### config.mk
export PLATFORM = sky130hd
export DESIGN_NAME = serial_nibble_adder_ctrl
export DESIGN_NICKNAME = d
export VERILOG_FILES = /design/src/rtl/adder_pkg.sv /design/src/rtl/nibble_add_slice.sv /design/src/rtl/serial_nibble_adder_ctrl.sv
export SDC_FILE = /design/constraint.sdc
export NUM_CORES = 1
export LEC_CHECK = 0
export ABC_AREA = 1
export CAP_MARGIN = 30
export CORE_MARGIN = 2
export CORE_UTILIZATION = 32
export CTS_CLUSTER_DIAMETER = 50
export DETAILED_ROUTE_END_ITERATION = 12
export GPL_TIMING_DRIVEN = 0
export MAX_ROUTING_LAYER = met4
export PLACE_DENSITY = 0.59
export REMOVE_ABC_BUFFERS = 1
export SYNTH_ARGS = -nofsm -noshare
export SYNTH_HDL_FRONTEND = slang
export SYNTH_HIERARCHICAL = 1
export SYNTH_SLANG_ARGS = --single-unit
export TNS_END_PERCENT = 10
### constraint.sdc
create_clock -name clk -period 5.2 [get_ports clk]
set_clock_uncertainty 0.15 [all_clocks]
set_input_delay 1.04 -clock clk [delete_from_list [all_inputs] [get_ports clk]]
set_output_delay 1.04 -clock clk [all_outputs]
set_load 0.01 [all_outputs]
### src/rtl/adder_pkg.sv
// ----------------------------------------------------------------------------
// adder_pkg
// Shared definitions for the serial nibble add/subtract unit.
//   state_t : controller FSM encoding (IDLE, RUN, DONE)
//   NIB_W   : width of the ripple-carry slice that is stepped across operands
// ----------------------------------------------------------------------------
package adder_pkg;

    localparam int NIB_W = 4;

    typedef enum logic [1:0] {
        IDLE = 2'd0,
        RUN  = 2'd1,
        DONE = 2'd2
    } state_t;

endpackage

### src/rtl/nibble_add_slice.sv
// ----------------------------------------------------------------------------
// nibble_add_slice
// Combinational 4-bit ripple-carry adder slice.
//   a, b : nibble operands
//   cin  : carry into bit 0
//   s    : sum nibble
//   c3   : carry into bit 3 (used for signed overflow on the top nibble)
//   co   : carry out of bit 3
// ----------------------------------------------------------------------------
module nibble_add_slice
    import adder_pkg::*;
(
    input  logic [NIB_W-1:0] a,
    input  logic [NIB_W-1:0] b,
    input  logic             cin,
    output logic [NIB_W-1:0] s,
    output logic             c3,
    output logic             co
);

    // carry[k] is the carry into bit k; carry[NIB_W] is the carry out.
    logic [NIB_W:0] carry;

    assign carry[0] = cin;

    generate
        for (genvar gi = 0; gi < NIB_W; gi++) begin : g_bit
            assign s[gi]        = a[gi] ^ b[gi] ^ carry[gi];
            assign carry[gi+1]  = (a[gi] & b[gi]) | (carry[gi] & (a[gi] ^ b[gi]));
        end
    endgenerate

    assign c3 = carry[NIB_W-1];
    assign co = carry[NIB_W];

endmodule

### src/rtl/serial_nibble_adder_ctrl.sv
// ----------------------------------------------------------------------------
// serial_nibble_adder_ctrl
// Multi-cycle WIDTH-bit add/subtract built from one 4-bit ripple slice that
// is applied one nibble per clock, least-significant nibble first.
// Ports:
//   clk, rst            : clock, asynchronous active-high reset
//   start_valid/ready   : operand handshake (a, b, sub sampled on acceptance)
//   a, b, sub           : operands; sub=1 computes a - b
//   res_valid/ready     : result handshake
//   sum, cout, ovf      : result, carry out of MSB (no-borrow for subtract),
//                         signed overflow
//   busy                : high whenever the FSM is not IDLE
// ----------------------------------------------------------------------------
module serial_nibble_adder_ctrl
    import adder_pkg::*;
#(
    parameter int WIDTH = 16
) (
    input  logic             clk,
    input  logic             rst,
    input  logic             start_valid,
    output logic             start_ready,
    input  logic [WIDTH-1:0] a,
    input  logic [WIDTH-1:0] b,
    input  logic             sub,
    output logic             res_valid,
    input  logic             res_ready,
    output logic [WIDTH-1:0] sum,
    output logic             cout,
    output logic             ovf,
    output logic             busy
);

    localparam int NIB   = WIDTH / NIB_W;
    localparam int IDX_W = (NIB > 1) ? $clog2(NIB) : 1;
    localparam logic [IDX_W-1:0] IDX_LAST = IDX_W'(NIB - 1);

    generate
        if ((WIDTH % NIB_W) != 0 || WIDTH < 8) begin : g_bad_width
            $error("serial_nibble_adder_ctrl: WIDTH must be a multiple of 4 and at least 8");
        end
    endgenerate

    state_t             state_reg, state_next;
    logic [WIDTH-1:0]   a_reg, b_reg, sum_reg, sum_next;
    logic [IDX_W-1:0]   idx_reg;
    logic               carry_reg, cout_reg, ovf_reg;

    logic [NIB_W-1:0]   a_nibs [NIB];
    logic [NIB_W-1:0]   b_nibs [NIB];
    logic [NIB_W-1:0]   slice_s;
    logic               slice_c3, slice_co;
    logic               accept, run_last;

    assign accept   = (state_reg == IDLE) && start_valid;
    assign run_last = (state_reg == RUN) && (idx_reg == IDX_LAST);

    // Nibble views of the operands, and the sum register with the current
    // nibble replaced by the slice output.
    generate
        for (genvar gi = 0; gi < NIB; gi++) begin : g_nib
            localparam logic [IDX_W-1:0] GI_IDX = IDX_W'(gi);
            assign a_nibs[gi] = a_reg[gi*NIB_W +: NIB_W];
            assign b_nibs[gi] = b_reg[gi*NIB_W +: NIB_W];
            assign sum_next[gi*NIB_W +: NIB_W] =
                (idx_reg == GI_IDX) ? slice_s : sum_reg[gi*NIB_W +: NIB_W];
        end
    endgenerate

    nibble_add_slice u_slice (
        .a   (a_nibs[idx_reg]),
        .b   (b_nibs[idx_reg]),
        .cin (carry_reg),
        .s   (slice_s),
        .c3  (slice_c3),
        .co  (slice_co)
    );

    // State register
    always_ff @(posedge clk or posedge rst) begin
        if (rst) begin
            state_reg <= IDLE;
        end else begin
            state_reg <= state_next;
        end
    end

    // Next-state logic
    always_comb begin
        state_next = state_reg;
        case (state_reg)
            IDLE:    if (start_valid) state_next = RUN;
            RUN:     if (idx_reg == IDX_LAST) state_next = DONE;
            DONE:    if (res_ready) state_next = IDLE;
            default: state_next = IDLE;
        endcase
    end

    // Output decode
    always_comb begin
        start_ready = (state_reg == IDLE);
        res_valid   = (state_reg == DONE);
        busy        = (state_reg != IDLE);
    end

    // Datapath: operands, index, inter-nibble carry and result registers.
    // Subtraction is a + ~b + 1, so b is inverted on load and the carry
    // register is seeded with sub.
    always_ff @(posedge clk or posedge rst) begin
        if (rst) begin
            a_reg     <= '0;
            b_reg     <= '0;
            sum_reg   <= '0;
            idx_reg   <= '0;
            carry_reg <= 1'b0;
            cout_reg  <= 1'b0;
            ovf_reg   <= 1'b0;
        end else if (accept) begin
            a_reg     <= a;
            b_reg     <= sub ? ~b : b;
            carry_reg <= sub;
            idx_reg   <= '0;
            sum_reg   <= '0;
            cout_reg  <= 1'b0;
            ovf_reg   <= 1'b0;
        end else if (state_reg == RUN) begin
            sum_reg   <= sum_next;
            carry_reg <= slice_co;
            if (run_last) begin
                idx_reg  <= '0;
                cout_reg <= slice_co;
                ovf_reg  <= slice_c3 ^ slice_co;
            end else begin
                idx_reg  <= idx_reg + IDX_W'(1);
            end
        end
    end

    assign sum  = sum_reg;
    assign cout = cout_reg;
    assign ovf  = ovf_reg;

endmodule

# Yosys cells after proc, flatten, opt, wreduce, memory -nomap -nowiden
# Cells that the tools add are included.
# word_totals
inputBits	37
ff_bits	55
elab_cells	89
output_inout_bits	21
# classes
mux	28
magnitude_cmp	1
add_sub_neg	1
n_reduce_logical	17
eq_ne	8
n_bitwise	23
# op_table
operator	n
$mux W16	3
$mux W4	8
$bmux W4 S2	2
$not A16 Y16	1
$reduce_bool A2 Y1	7
$mux W2	6
$reduce_and A2 Y1	5
$xor A1 B1 Y1	9
$and A1 B1 Y1	8
$mux W1	8
$eq A2 B2 Y1 const B	3
$pmux W2 S3	1
$eq A2 B1 Y1 const B	2
$logic_not A2 Y1	2
$ne A2 B1 Y1 const B	2
$or A1 B1 Y1	4
$ge A3 B3 Y1 const B	1
$not A2 Y3	1
$reduce_and A3 Y1	1
$add A2 B1 Y2 const B	1
$logic_and A1 B1 Y1	2
$ne A2 B2 Y1 const B	1

# Depth between registers and ports, before layout
# logic_depth
depth_word	17
mapped_depth	15
mapped_depth_nobuf	13

# Cells and area by module
# Netlist, hierarchy kept.
# by_module_without_submodules
module	cells_per_inst	seq_area_each_um2	area_each_um2	instances
serial_nibble_adder_ctrl	335	1376.3	2716.4	1
nibble_add_slice	12	0.0	110.1	1

# Worst setup path before layout
# Ideal clock, no wire load.
# synth_path
path_type	flip-flop to flip-flop
from	register idx_reg[0]
to	register sum_reg[11] (netlist: sum[11])
stages_incl_launch_ff	14
period_less_slack_ns	2.894
n_path_buf	2
required_time_ns	4.932
arrival_time_ns	2.626
path_slack_ns	2.306
setup_ns	0.118
cell_sequence	dfrtp_1 -> buf_2 -> inv_2 -> buf_2 -> o211ai_1 -> nand2_1 -> fa_1 -> inv_1 -> fa_1 -> fa_1 -> inv_1 -> fa_1 -> nand4_1 -> nand2_1
# synth_between
elab_chain_cells	15
elab_cells_between_ends	27
classes_between	1 x eq/ne; 9 x mux; 15 x bitwise; 2 x reduce/logical
# synth_rtl
element	line_no	rtl
start: declaration	serial_nibble_adder_ctrl.sv:46	logic [IDX_W-1:0] idx_reg;
start signal: assignment	serial_nibble_adder_ctrl.sv:134	idx_reg <= idx_reg + IDX_W'(1);
$not A2 Y3 (not written as such) (*)	serial_nibble_adder_ctrl.sv:71, serial_nibble_adder_ctrl.sv:72	
$bmux W4 S2 (on tied branches)	serial_nibble_adder_ctrl.sv:71, serial_nibble_adder_ctrl.sv:72	
$mux W4 (on tied branches) (2 in a row)	serial_nibble_adder_ctrl.sv:71, serial_nibble_adder_ctrl.sv:72	
$xor A1 B1 Y1	nibble_add_slice.sv:29	assign carry[gi+1] = (a[gi] & b[gi]) | (carry[gi] & (a[gi] ^ b[gi]));
$and A1 B1 Y1	nibble_add_slice.sv:29	
$or A1 B1 Y1	nibble_add_slice.sv:29	
$and A1 B1 Y1	nibble_add_slice.sv:29	
$or A1 B1 Y1	nibble_add_slice.sv:29	
$and A1 B1 Y1	nibble_add_slice.sv:29	
$or A1 B1 Y1 (*)	nibble_add_slice.sv:29	
named net slice_c3	serial_nibble_adder_ctrl.sv:52	logic slice_c3, slice_co;
$xor A1 B1 Y1 (*)	nibble_add_slice.sv:28	assign s[gi] = a[gi] ^ b[gi] ^ carry[gi];
named net slice_s[3]	serial_nibble_adder_ctrl.sv:51	logic [NIB_W-1:0] slice_s;
$mux W4 (*)	serial_nibble_adder_ctrl.sv:66	(idx_reg == GI_IDX) ? slice_s : sum_reg[gi*NIB_W +: NIB_W];
$mux W16 (*)	serial_nibble_adder_ctrl.sv:126	end else if (state_reg == RUN) begin
$mux W16 (*)	serial_nibble_adder_ctrl.sv:118	end else if (accept) begin
end signal: assignment	serial_nibble_adder_ctrl.sv:127	sum_reg <= sum_next;
end: declaration	serial_nibble_adder_ctrl.sv:45	logic [WIDTH-1:0] a_reg, b_reg, sum_reg, sum_next;
# Mark *: on every way through the listed nets, which the timed path passes. The rest lies on a longest branch. The select of a mux whose other input is x is not followed.
# A chain may end at the register's enable or synchronous reset.

# Final worst setup path
# Ends and elaborated chain as after synthesis.

==> impl_metrics.env <==
export IMPL_status="complete, no violations"
export IMPL_initial_core_util_pct=32.73
export IMPL_final_area_um2=3546
export IMPL_place_congestion=0.8255
export IMPL_clkTransAtPathRegs_ns=0.10
export IMPL_die_area_um2=9600
export IMPL_switching_share_pct=45.13
export IMPL_drc=0
export IMPL_die_height_um=97.98
export IMPL_rsz0062_at_grt="false"
export IMPL_core_um2=8636
export IMPL_max_slew_margin_rel_pct=36.88
export IMPL_crit_path_end_kind="flip-flop"
export IMPL_crit_family="adder cells"
export IMPL_synth_xor_area_share_pct=5.268
export IMPL_endpoint="sum[11]"
export IMPL_crit_fanout=27
export IMPL_m1WireLength_um=2986
export IMPL_reg2reg_from="idx_reg[0]"
export IMPL_nets=440
export IMPL_synth_adder_area_share_pct=4.604
export IMPL_startpoint_type="flip-flop"
export IMPL_highest_layer="met4"
export IMPL_cp_arrival_ns=3.43
export IMPL_clk_path_buf_depth=2
export IMPL_antenna_cells=0
export IMPL_synth_cells=347
export IMPL_r2r_slack_ns=1.81
export IMPL_cts_buffers=5
export IMPL_ir_worst_vdd_mv=0.2011
export IMPL_netlist_area_um2=2826
export IMPL_dr_pass1_iters=4
export IMPL_final_util_pct=41.06
export IMPL_ios=58
export IMPL_crit_start="idx_reg[0]"
export IMPL_cap_violations=0
export IMPL_num_vias=2304
export IMPL_critPathBufInv=3
export IMPL_p_int_mw=1.140
export IMPL_wl_per_cell_um=11.95
export IMPL_htree_num_levels=2
export IMPL_pwr_share_seq_pct=35.6
export IMPL_clkPwrFrac_pct=11.1
export IMPL_p_total_mw=2.077
export IMPL_power_leakage_nw=1.816
export IMPL_synth_top_family_by_area="simple AND/OR/NAND/NOR gates"
export IMPL_post_cts_buffers=0
export IMPL_crit_chain="inv_2 > nand2_1 > o211ai_1 > nand2_1 > fa_1 > inv_1 > fa_1 > fa_1 > inv_1 > fa_1 > nand4_1 > nand2_1"
export IMPL_cpMaxStageDelayCell="dfrtp_1"
export IMPL_numPortBuffers=57
export IMPL_cts_resized_gates=0
export IMPL_grt_ovfl_total=0
export IMPL_drt_iter0_drc=80
export IMPL_switching_power_mw=0.9375
export IMPL_cts_sinks=55
export IMPL_rr_endpoint="sum[11]"
export IMPL_yosysWarnings=6
export IMPL_syn_avg_cell_area_um2=8.145
export IMPL_worstPathRequired_ns=5.25
export IMPL_reg2regPathDepth=12
export IMPL_synth_seq_cells=55
export IMPL_synth_compound_area_share_pct=3.896
export IMPL_hold_viol=0
export IMPL_min_path_type="flip-flop to flip-flop"
export IMPL_min_period_ns=3.387
export IMPL_synth_mux_area_fraction_pct=0
export IMPL_finalCritPeriodShare_pct=65.13
export IMPL_grt_first_pass_wirelength_um=10380
export IMPL_cts_tree="yes"
export IMPL_placed_area_um2=3462
export IMPL_cp_slowest_stage_delay_ns=0.66
export IMPL_slew_violations=0
export IMPL_pwr_share_comb_pct=53.3
export IMPL_cts_root_buffer="clkbuf_8"
export IMPL_first_global_vias=2183
export IMPL_die_width_um=97.98
export IMPL_finalWirelength_um=6025
export IMPL_synth_seq_area_share_pct=48.69
export IMPL_route_met2_wl_um=2735
export IMPL_vias_per_cell=4.571
export IMPL_setup_viol=0
export IMPL_grt_max_degree=34
export IMPL_hold_buffers=0
export IMPL_power_density_nw_per_um2=585.8
export IMPL_drive_gt1_share_pct=4.040
export IMPL_tns_ns=0
export IMPL_grt_util_all_layers_pct=13.61
export IMPL_rows=34
export IMPL_cpMostUsedCell="fa_1"
export IMPL_worst_path_stages=12
export IMPL_yosys_cell_types_count=20
export IMPL_dp_hpwl_um=4199
export IMPL_insertion_delay_ns=0.30
export IMPL_fmax_mhz=295.3
export IMPL_layout_setup_ws_ns=1.813
export IMPL_worst_pin_slew_ns=0.9439
export IMPL_antenna_left=0
export IMPL_wl_met3_um=270
export IMPL_syn_to_final_growth_pct=25.45
export IMPL_dp_slack_ns=1.789
export IMPL_synth_simple_area_share_pct=30.06
export IMPL_antenna_found_initial=0
export IMPL_critPathKind="flip-flop to flip-flop"
[cells in the mapped netlist]
cell / number / share of area, %
nor2_4: 1 / 0.40
nand2_1: 144 / 19
clkbuf_1: 1 / 0.13
nor2_1: 19 / 2.5
nand2_2: 1 / 0.22
xor2_1: 17 / 5.3
o211ai_1: 8 / 2.1
nand3_1: 29 / 5.1
ha_1: 4 / 1.8
buf_2: 10 / 1.8
dfrtp_1: 55 / 49
inv_2: 3 / 0.40
o21ai_0: 9 / 1.6
buf_4: 4 / 1.1
clkinv_1: 1 / 0.13
buf_6: 3 / 1.2
a21oi_1: 1 / 0.18
inv_1: 21 / 2.8
nand4_1: 12 / 2.7
fa_1: 4 / 2.8
[layout make-up]
type | count | area (µm²)
inverters | 25 | 93.84
clock buffers | 5 | 68.82
flip-flops and latches | 55 | 1376
repair buffers | 59 | 618.1
well taps | 108 | 135.1
multi-input cells | 249 | 1239
clock inverters | 3 | 15.01
fillers | 890 | 5090
[cell usage in the layout (no fill, tap or decap), drive strengths merged, types with 4 or more instances in the layout]
master and instances:
ha 4, nand2 145, clkinv 4, xor2 17, nor2 20, dfrtp 55
o21ai 9, o211ai 8, nand4 12, fa 4, nand3 29, clkdlybuf4s50 57
clkbuf 5, inv 24
[logic make-up (layout without fill, tap and decap cells)]
kind of cell / Yosys count / after routing
XOR/XNOR: 17 / 17
AND/OR/NAND/NOR: 206 / 206
flip-flops: 55 / 55
buffers and inverters: 43 / 92
AO/OA/AOI/OAI: 18 / 18
adder cells (fa/ha/maj): 8 / 8
[layer usage]
layer	track usage, %	up-vias
met5	-	-
met4	3.205	0
met3	2.863	2
met2	20.50	48
met1	18.92	1070
li1	-	1184
[worst min-delay path by stage]
stage / from / to / slack [ns] / cells past startpoint
6_report: b_reg[14] / b_reg[14] / 0.33 / 2
5_1_grt: b_reg[1] / b_reg[1] / 0.36 / 2
2_1_floorplan: a_reg[14] / a_reg[14] / 0.29 / 2
4_1_cts: b_reg[13] / b_reg[13] / 0.34 / 2
3_5_place_dp: b_reg[13] / b_reg[13] / 0.31 / 2
3_3_place_gp: a_reg[12] / a_reg[12] / 0.31 / 2
[per-stage QoR]
step	std cells	hold WS, ns
finish	504	0.3350
global route	504	0.3594
CTS	504	0.3389
detailed placement	496	0.3134
global placement	494	0.3063
floorplan	329	0.2936
[worst reg2reg max path, cell delays in order, from the launching register on]
cell and delay, ns:
dfrtp_1 0.66, inv_2 0.32, nand2_1 0.14, o211ai_1 0.10
nand2_1 0.13, fa_1 0.17, inv_1 0.05, fa_1 0.37
fa_1 0.37, inv_1 0.11, fa_1 0.51, nand4_1 0.14
nand2_1 0.07
[power by group through the flow]
stage               combinational [mW]  sequential, mW  clock [mW]
finish                            1.11           0.738       0.231
global route                      1.26           0.765       0.254
CTS                               1.13           0.741       0.241
detailed placement                1.12           0.748           0
global placement                  1.10           0.744           0
floorplan                        0.715           0.736           0
No activity file was read; power rests on OpenSTA's default activity.
